[config.mk]
export PLATFORM = sky130hd
export DESIGN_NAME = lane_descrambler
export DESIGN_NICKNAME = d
export VERILOG_FILES = /design/src/rtl/lane_descrambler_pkg.sv /design/src/rtl/lane_descrambler_lfsr.sv /design/src/rtl/lane_descrambler.sv
export SDC_FILE = /design/constraint.sdc
export NUM_CORES = 1
export LEC_CHECK = 0
export BUFFER_PORTS_ARGS = -buffer_cell sky130_fd_sc_hd__buf_2
export CELL_PAD_IN_SITES_DETAIL_PLACEMENT = 0
export CELL_PAD_IN_SITES_GLOBAL_PLACEMENT = 1
export CORE_UTILIZATION = 40
export DETAILED_ROUTE_END_ITERATION = 7
export GPL_ROUTABILITY_DRIVEN = 0
export PLACE_DENSITY = 0.83
export SKIP_CTS_REPAIR_TIMING = 1
export SYNTH_ARGS = -nofsm -noshare
export SYNTH_HDL_FRONTEND = slang
export SYNTH_SLANG_ARGS = --single-unit
[constraint.sdc]
create_clock -name clk -period 1.8 [get_ports clk]
set_input_delay 0.36 -clock clk [delete_from_list [all_inputs] [get_ports clk]]
set_output_delay 0.36 -clock clk [all_outputs]
set_load 0.1 [all_outputs]
[src/rtl/lane_descrambler_pkg.sv]
// Shared types and keystream helpers for the two-lane descrambler.
package lane_descrambler_pkg;

    localparam int LFSR_W = 16;
    localparam logic [LFSR_W-1:0] LFSR_TAPS = 16'hB400;

    typedef enum logic [1:0] {EMPTY, ONE, TWO} buf_state_t;

    // One step of the right-shifting Galois LFSR.
    function automatic logic [LFSR_W-1:0] lfsr_next(input logic [LFSR_W-1:0] cur);
        return (cur >> 1) ^ (cur[0] ? LFSR_TAPS : '0);
    endfunction

endpackage

[src/rtl/lane_descrambler_lfsr.sv]
// Keystream generator: holds the LFSR and resolves the reset/sync/step priorities.
module lane_descrambler_lfsr
    import lane_descrambler_pkg::*;
#(
    parameter logic [LFSR_W-1:0] SEED = 16'hACE1
) (
    input  logic              clk,
    input  logic              rst,
    input  logic              step,
    input  logic              sync,
    output logic [LFSR_W-1:0] key
);

    logic [LFSR_W-1:0] lfsr;

    // A sync beat is keyed from SEED, so the effective key bypasses the register.
    assign key = sync ? SEED : lfsr;

    always_ff @(posedge clk) begin
        if (rst) begin
            lfsr <= SEED;
        end else if (sync) begin
            lfsr <= step ? lfsr_next(SEED) : SEED;
        end else if (step) begin
            lfsr <= lfsr_next(lfsr);
        end
    end

endmodule

[src/rtl/lane_descrambler.sv]
// Two-lane XOR descrambler with a 2-entry output/skid buffer.
// Optional parity checking is enabled by defining LANE_DESCRAMBLER_PARITY_CHECK_EN.
module lane_descrambler
    import lane_descrambler_pkg::*;
#(
    parameter int                WIDTH = 8,
    parameter logic [LFSR_W-1:0] SEED  = 16'hACE1
) (
    input  logic             clk,
    input  logic             rst,
    input  logic             sync,
    input  logic             in_valid,
    output logic             in_ready,
    input  logic [WIDTH-1:0] in_w0,
    input  logic [WIDTH-1:0] in_w1,
    input  logic [1:0]       in_par,
    output logic             out_valid,
    input  logic             out_ready,
    output logic [WIDTH-1:0] out_u0,
    output logic [WIDTH-1:0] out_u1,
    output logic [7:0]       err_cnt
);

    buf_state_t        state;
    logic [LFSR_W-1:0] key;
    logic [WIDTH-1:0]  u0;
    logic [WIDTH-1:0]  u1;
    logic [WIDTH-1:0]  skid_u0;
    logic [WIDTH-1:0]  skid_u1;
    logic              push;
    logic              pop;

    assign push = in_valid & in_ready;
    assign pop  = out_valid & out_ready;

    lane_descrambler_lfsr #(
        .SEED (SEED)
    ) u_lfsr (
        .clk  (clk),
        .rst  (rst),
        .step (push),
        .sync (sync),
        .key  (key)
    );

    assign u0 = in_w0 ^ key[WIDTH-1:0];
    assign u1 = in_w1 ^ key[WIDTH+7:8];

    // in_ready and out_valid are registered alongside the state they mirror.
    always_ff @(posedge clk) begin
        if (rst) begin
            state     <= EMPTY;
            out_valid <= 1'b0;
            in_ready  <= 1'b1;
            out_u0    <= '0;
            out_u1    <= '0;
            skid_u0   <= '0;
            skid_u1   <= '0;
        end else begin
            case (state)
                EMPTY: begin
                    if (push) begin
                        out_u0    <= u0;
                        out_u1    <= u1;
                        out_valid <= 1'b1;
                        state     <= ONE;
                    end
                end
                ONE: begin
                    if (push && pop) begin
                        out_u0 <= u0;
                        out_u1 <= u1;
                    end else if (push) begin
                        skid_u0  <= u0;
                        skid_u1  <= u1;
                        in_ready <= 1'b0;
                        state    <= TWO;
                    end else if (pop) begin
                        out_valid <= 1'b0;
                        state     <= EMPTY;
                    end
                end
                TWO: begin
                    if (pop) begin
                        out_u0   <= skid_u0;
                        out_u1   <= skid_u1;
                        in_ready <= 1'b1;
                        state    <= ONE;
                    end
                end
                default: begin
                    out_valid <= 1'b0;
                    in_ready  <= 1'b1;
                    state     <= EMPTY;
                end
            endcase
        end
    end

`ifdef LANE_DESCRAMBLER_PARITY_CHECK_EN
    logic [1:0] lane_err;
    logic [8:0] err_sum;

    assign lane_err = {(^u1) != in_par[1], (^u0) != in_par[0]};
    assign err_sum  = {1'b0, err_cnt} + 9'(lane_err[0]) + 9'(lane_err[1]);

    // Saturating count of lanes whose recovered data fails even parity.
    always_ff @(posedge clk) begin
        if (rst) begin
            err_cnt <= '0;
        end else if (push) begin
            err_cnt <= err_sum[8] ? 8'hFF : err_sum[7:0];
        end
    end
`else
    logic unused_par;

    assign unused_par = ^in_par;
    assign err_cnt    = '0;
`endif

endmodule

==> summary.md <==
| Metric | Value |
|---|---|
| Setup ws final | `0.216 ns` |
| Clock buffer depth | `2` |
| Top cells by area, synth | `dfxtp_1 (42%), nor2_1 (8.8%), nand2_1 (7.2%)` |
| WL met2 | `2.52 mm` |
| Drt first pass iters | `4` |
| Die area | `6530 sq um` |
| CTS H-tree depth | `2` |
| Crit path depth | `3` |
| IO buf count | `38` |
| Critical Path Start | `state[1]$_SDFFE_PP0P_` |
| P per Cell Area | `1230 nW/um^2` |
| Ys Warns | `0` |
| Int Pwr | `1.99 mW` |
| Post-Layout Cell Count | `407` |
| Uppermost layer routed | `met4` |
| Maxcap violations | `0` |
| Peak fanout along the critical path | `24` |
| FF-to-FF End | `out_u0[2]$_SDFFE_PP0P_` |
| Crit path DAT | `1.79 ns` |
| Synthesized area | `2490 sq um` |
| Cells after DPL | `399` |
| Sw Share | `0.416` |
| Avg Cell Area, Syn | `8.21 sq um` |
| Crit path buffers/inverters | `0` |
| Status | `finished clean` |
| Sink Count | `52` |
| Initial Util | `0.417` |
| Commonest non-fill, non-tap cell in the layout | `nor2_1` |
| R2R Path Start | `state[1]$_SDFFE_PP0P_` |
| Peak supply drop | `0.566 mV` |
| Post-DRT Antenna Nets | `0` |
| FMAX | `631 MHz` |
| Root buf cell | `clkbuf_8` |
| Largest net degree at the start of global routing | `25` |
| RSZ-0062 raised after global routing | `false` |
| Iteration-0 DRC count of the detailed router | `78` |
| CP peak stage delay | `0.55 ns` |
| Switch Pwr | `1.41 mW` |
| Share of the yosys chip area belonging to registers | `0.419` |
| CTS tree | `built` |
| Ant diodes | `0` |
| Clock latency on the worst-skew pair | `0.30 ns` |
| Crit path capture type | `flip-flop` |
| Post-DP HPWL | `3.84 mm` |
| Comb pwr share | `0.363` |
| Initial antenna violation count | `0` |
| Mapped Cells | `303` |
| Drt via density | `5.07` |
| Final setup vio count | `0` |
| CP Cell Sequence | `nand2b_1 > o32a_4 > o41ai_2` |
| Nets | `354` |
| Worst setup SP type | `flip-flop` |
| Grt total ovfl | `0` |
| Final Max Slew Viols | `0` |
| Final Cycle Share | `0.880` |
| Synth unique cells | `35` |
| Clock network fraction of design power | `0.231` |
| CTS Buf Count | `5` |
| GRT Total Usage | `0.185` |
| Minimum clock period | `1.58 ns` |
| Register-to-Register Setup Slack | `0.22 ns` |
| Remaining DRCs | `0` |
| Die width | `80.8 microns` |
| Drt total wl | `5.48 mm` |
| Static Leakage | `1.13 nW` |
| CTS clk-pin slew, worst paths | `0.09 ns` |
| First-pass GRT wire length | `9.16 mm` |
| Hold Vio Cnt, Final | `0` |
| FF-to-FF path depth | `3` |
| Layout cells sized above 1 | `0.202` |
| Area share of the largest cell type after synthesis | `0.419` |
| Gate family responsible for the most delay along the worst path | `compound AO/OA/AOI/OAI gates` |
| Drt wl/cell | `13.5 microns` |
| Core area | `5960 sq um` |
| CP Class | `reg2reg` |
| Hold WS | `0.337 ns` |
| Ports | `49` |
| Worst slack, placed | `0.234 ns` |
| Most frequent cells in the layout | `nor2_1 (58), dfxtp_1 (50), nand2_1 (48)` |
| WP data required | `2.00 ns` |
| Post-route total power | `3.40 mW` |
| Worst path slowest cell | `dfxtp_1` |
| Setup TNS | `0 ns` |
| #FFs+latches synth | `52` |
| # rows | `28` |
| Layout area overhead | `11.0%` |
| Wl on met1 | `2.66 mm` |
| Worst Setup EP | `out_u0[2]$_SDFFE_PP0P_` |
| Worst Skew | `0.00980 ns` |
| Vias in the first global route | `1856` |
| Met3 wire len | `229 microns` |
| Largest area contributor in the netlist | `dfxtp_1` |
| Die Y | `80.8 microns` |
| HP Class | `in2reg` |
| # fillers | `634` |
| Vias | `2065` |
| Seq pwr share | `0.406` |
-- flip-flops by register name, summed over array words and instances (netlist names) --
| name | cells |
|---|---|
| out_u1 | 8 |
| state | 2 |
| skid_u0 | 8 |
| out_u0 | 8 |
| out_valid | 1 |
| skid_u1 | 8 |
| u_lfsr.lfsr | 16 |
| in_ready | 1 |
-- through the flow --
step,util,area [sq um]
CTS,0.463,2760
floorplan,-,2510
detailed placement,0.445,2650
finish,0.463,2760
global placement,0.445,2650
global route,0.463,2760
-- cell type report --
| cell class | count | area, sq um | share of cell area |
|---|---|---|---|
| multi-input combinational | 228 | 1280 | 0.465 |
| clock inverter | 2 | 35.0 | 0.0127 |
| timing repair buffer | 43 | 228 | 0.0825 |
| sequential | 52 | 1040 | 0.378 |
| clock buffer | 6 | 72.6 | 0.0263 |
| tap | 75 | 93.8 | 0.0340 |
| inverter | 1 | 3.75 | 0.00136 |
-- power by group through the flow --
stage	clock [mW]	combinational (mW)	sequential (mW)
after global placement	0	1.23	1.40
after detailed placement	0	1.24	1.41
after floorplan	0	0.595	1.89
final	0.786	1.24	1.38
after global routing	0.855	1.33	1.40
after CTS	0.805	1.25	1.38
-- synthesized netlist by cell type --
master    count
nand3_1      11
nand2_1      48
a211oi_1      9
nor2_1       58
mux2i_1       1
o21bai_1      1
xor2_1        3
dfxtp_1      52
a21oi_1      27
a21boi_4      1
buf_6         4
buf_2         3
conb_1        1
buf_4        10
xnor2_1      16
inv_1         1
nand3b_1      1
o22ai_1       3
nand2b_1      7
o32ai_4       1
and2b_2       1
and2_2        1
clkbuf_1      9
or2_2         1
clkbuf_4      1
o21ai_0       3
o32a_4        1
and2_1        2
nor2b_1       3
o211ai_1      1
nor3_1       10
and3b_1       1
buf_1         2
o41ai_2       8
o22a_2        1
-- layer usage --
layer	vias up	global-route usage
li1	1048	-
met5	-	0
met4	0	0.0625
met3	6	0.0360
met2	44	0.293
met1	967	0.249
-- worst min-delay path by stage --
stage | start | to | slack [ns] | depth (start not counted)
2_1_floorplan | u_lfsr.lfsr[1]$_SDFFE_PP0P_ | u_lfsr.lfsr[1]$_SDFFE_PP0P_ | 0.43 | 2
3_3_place_gp | u_lfsr.lfsr[8]$_SDFFE_PP0P_ | u_lfsr.lfsr[8]$_SDFFE_PP0P_ | 0.44 | 2
3_5_place_dp | u_lfsr.lfsr[1]$_SDFFE_PP0P_ | u_lfsr.lfsr[1]$_SDFFE_PP0P_ | 0.44 | 2
4_1_cts | rst | u_lfsr.lfsr[4]$_SDFFE_PP0P_ | 0.32 | 2
5_1_grt | rst | u_lfsr.lfsr[4]$_SDFFE_PP0P_ | 0.34 | 2
6_report | rst | u_lfsr.lfsr[4]$_SDFFE_PP0P_ | 0.34 | 2
-- cell families (layout without fill, tap and decap cells) --
group	count (synthesis)	in the layout	share of synthesized area
xor gates and xnor gates	19	19	0.0669
buffers and inverters	30	52	0.0755
and+or+nand+nor	144	144	0.248
other	1	8	0.00151
muxes	1	1	0.00403
DFF	52	52	0.419
AOI/OAI and AO/OA	56	56	0.185
(Power assumes the default switching activity.)
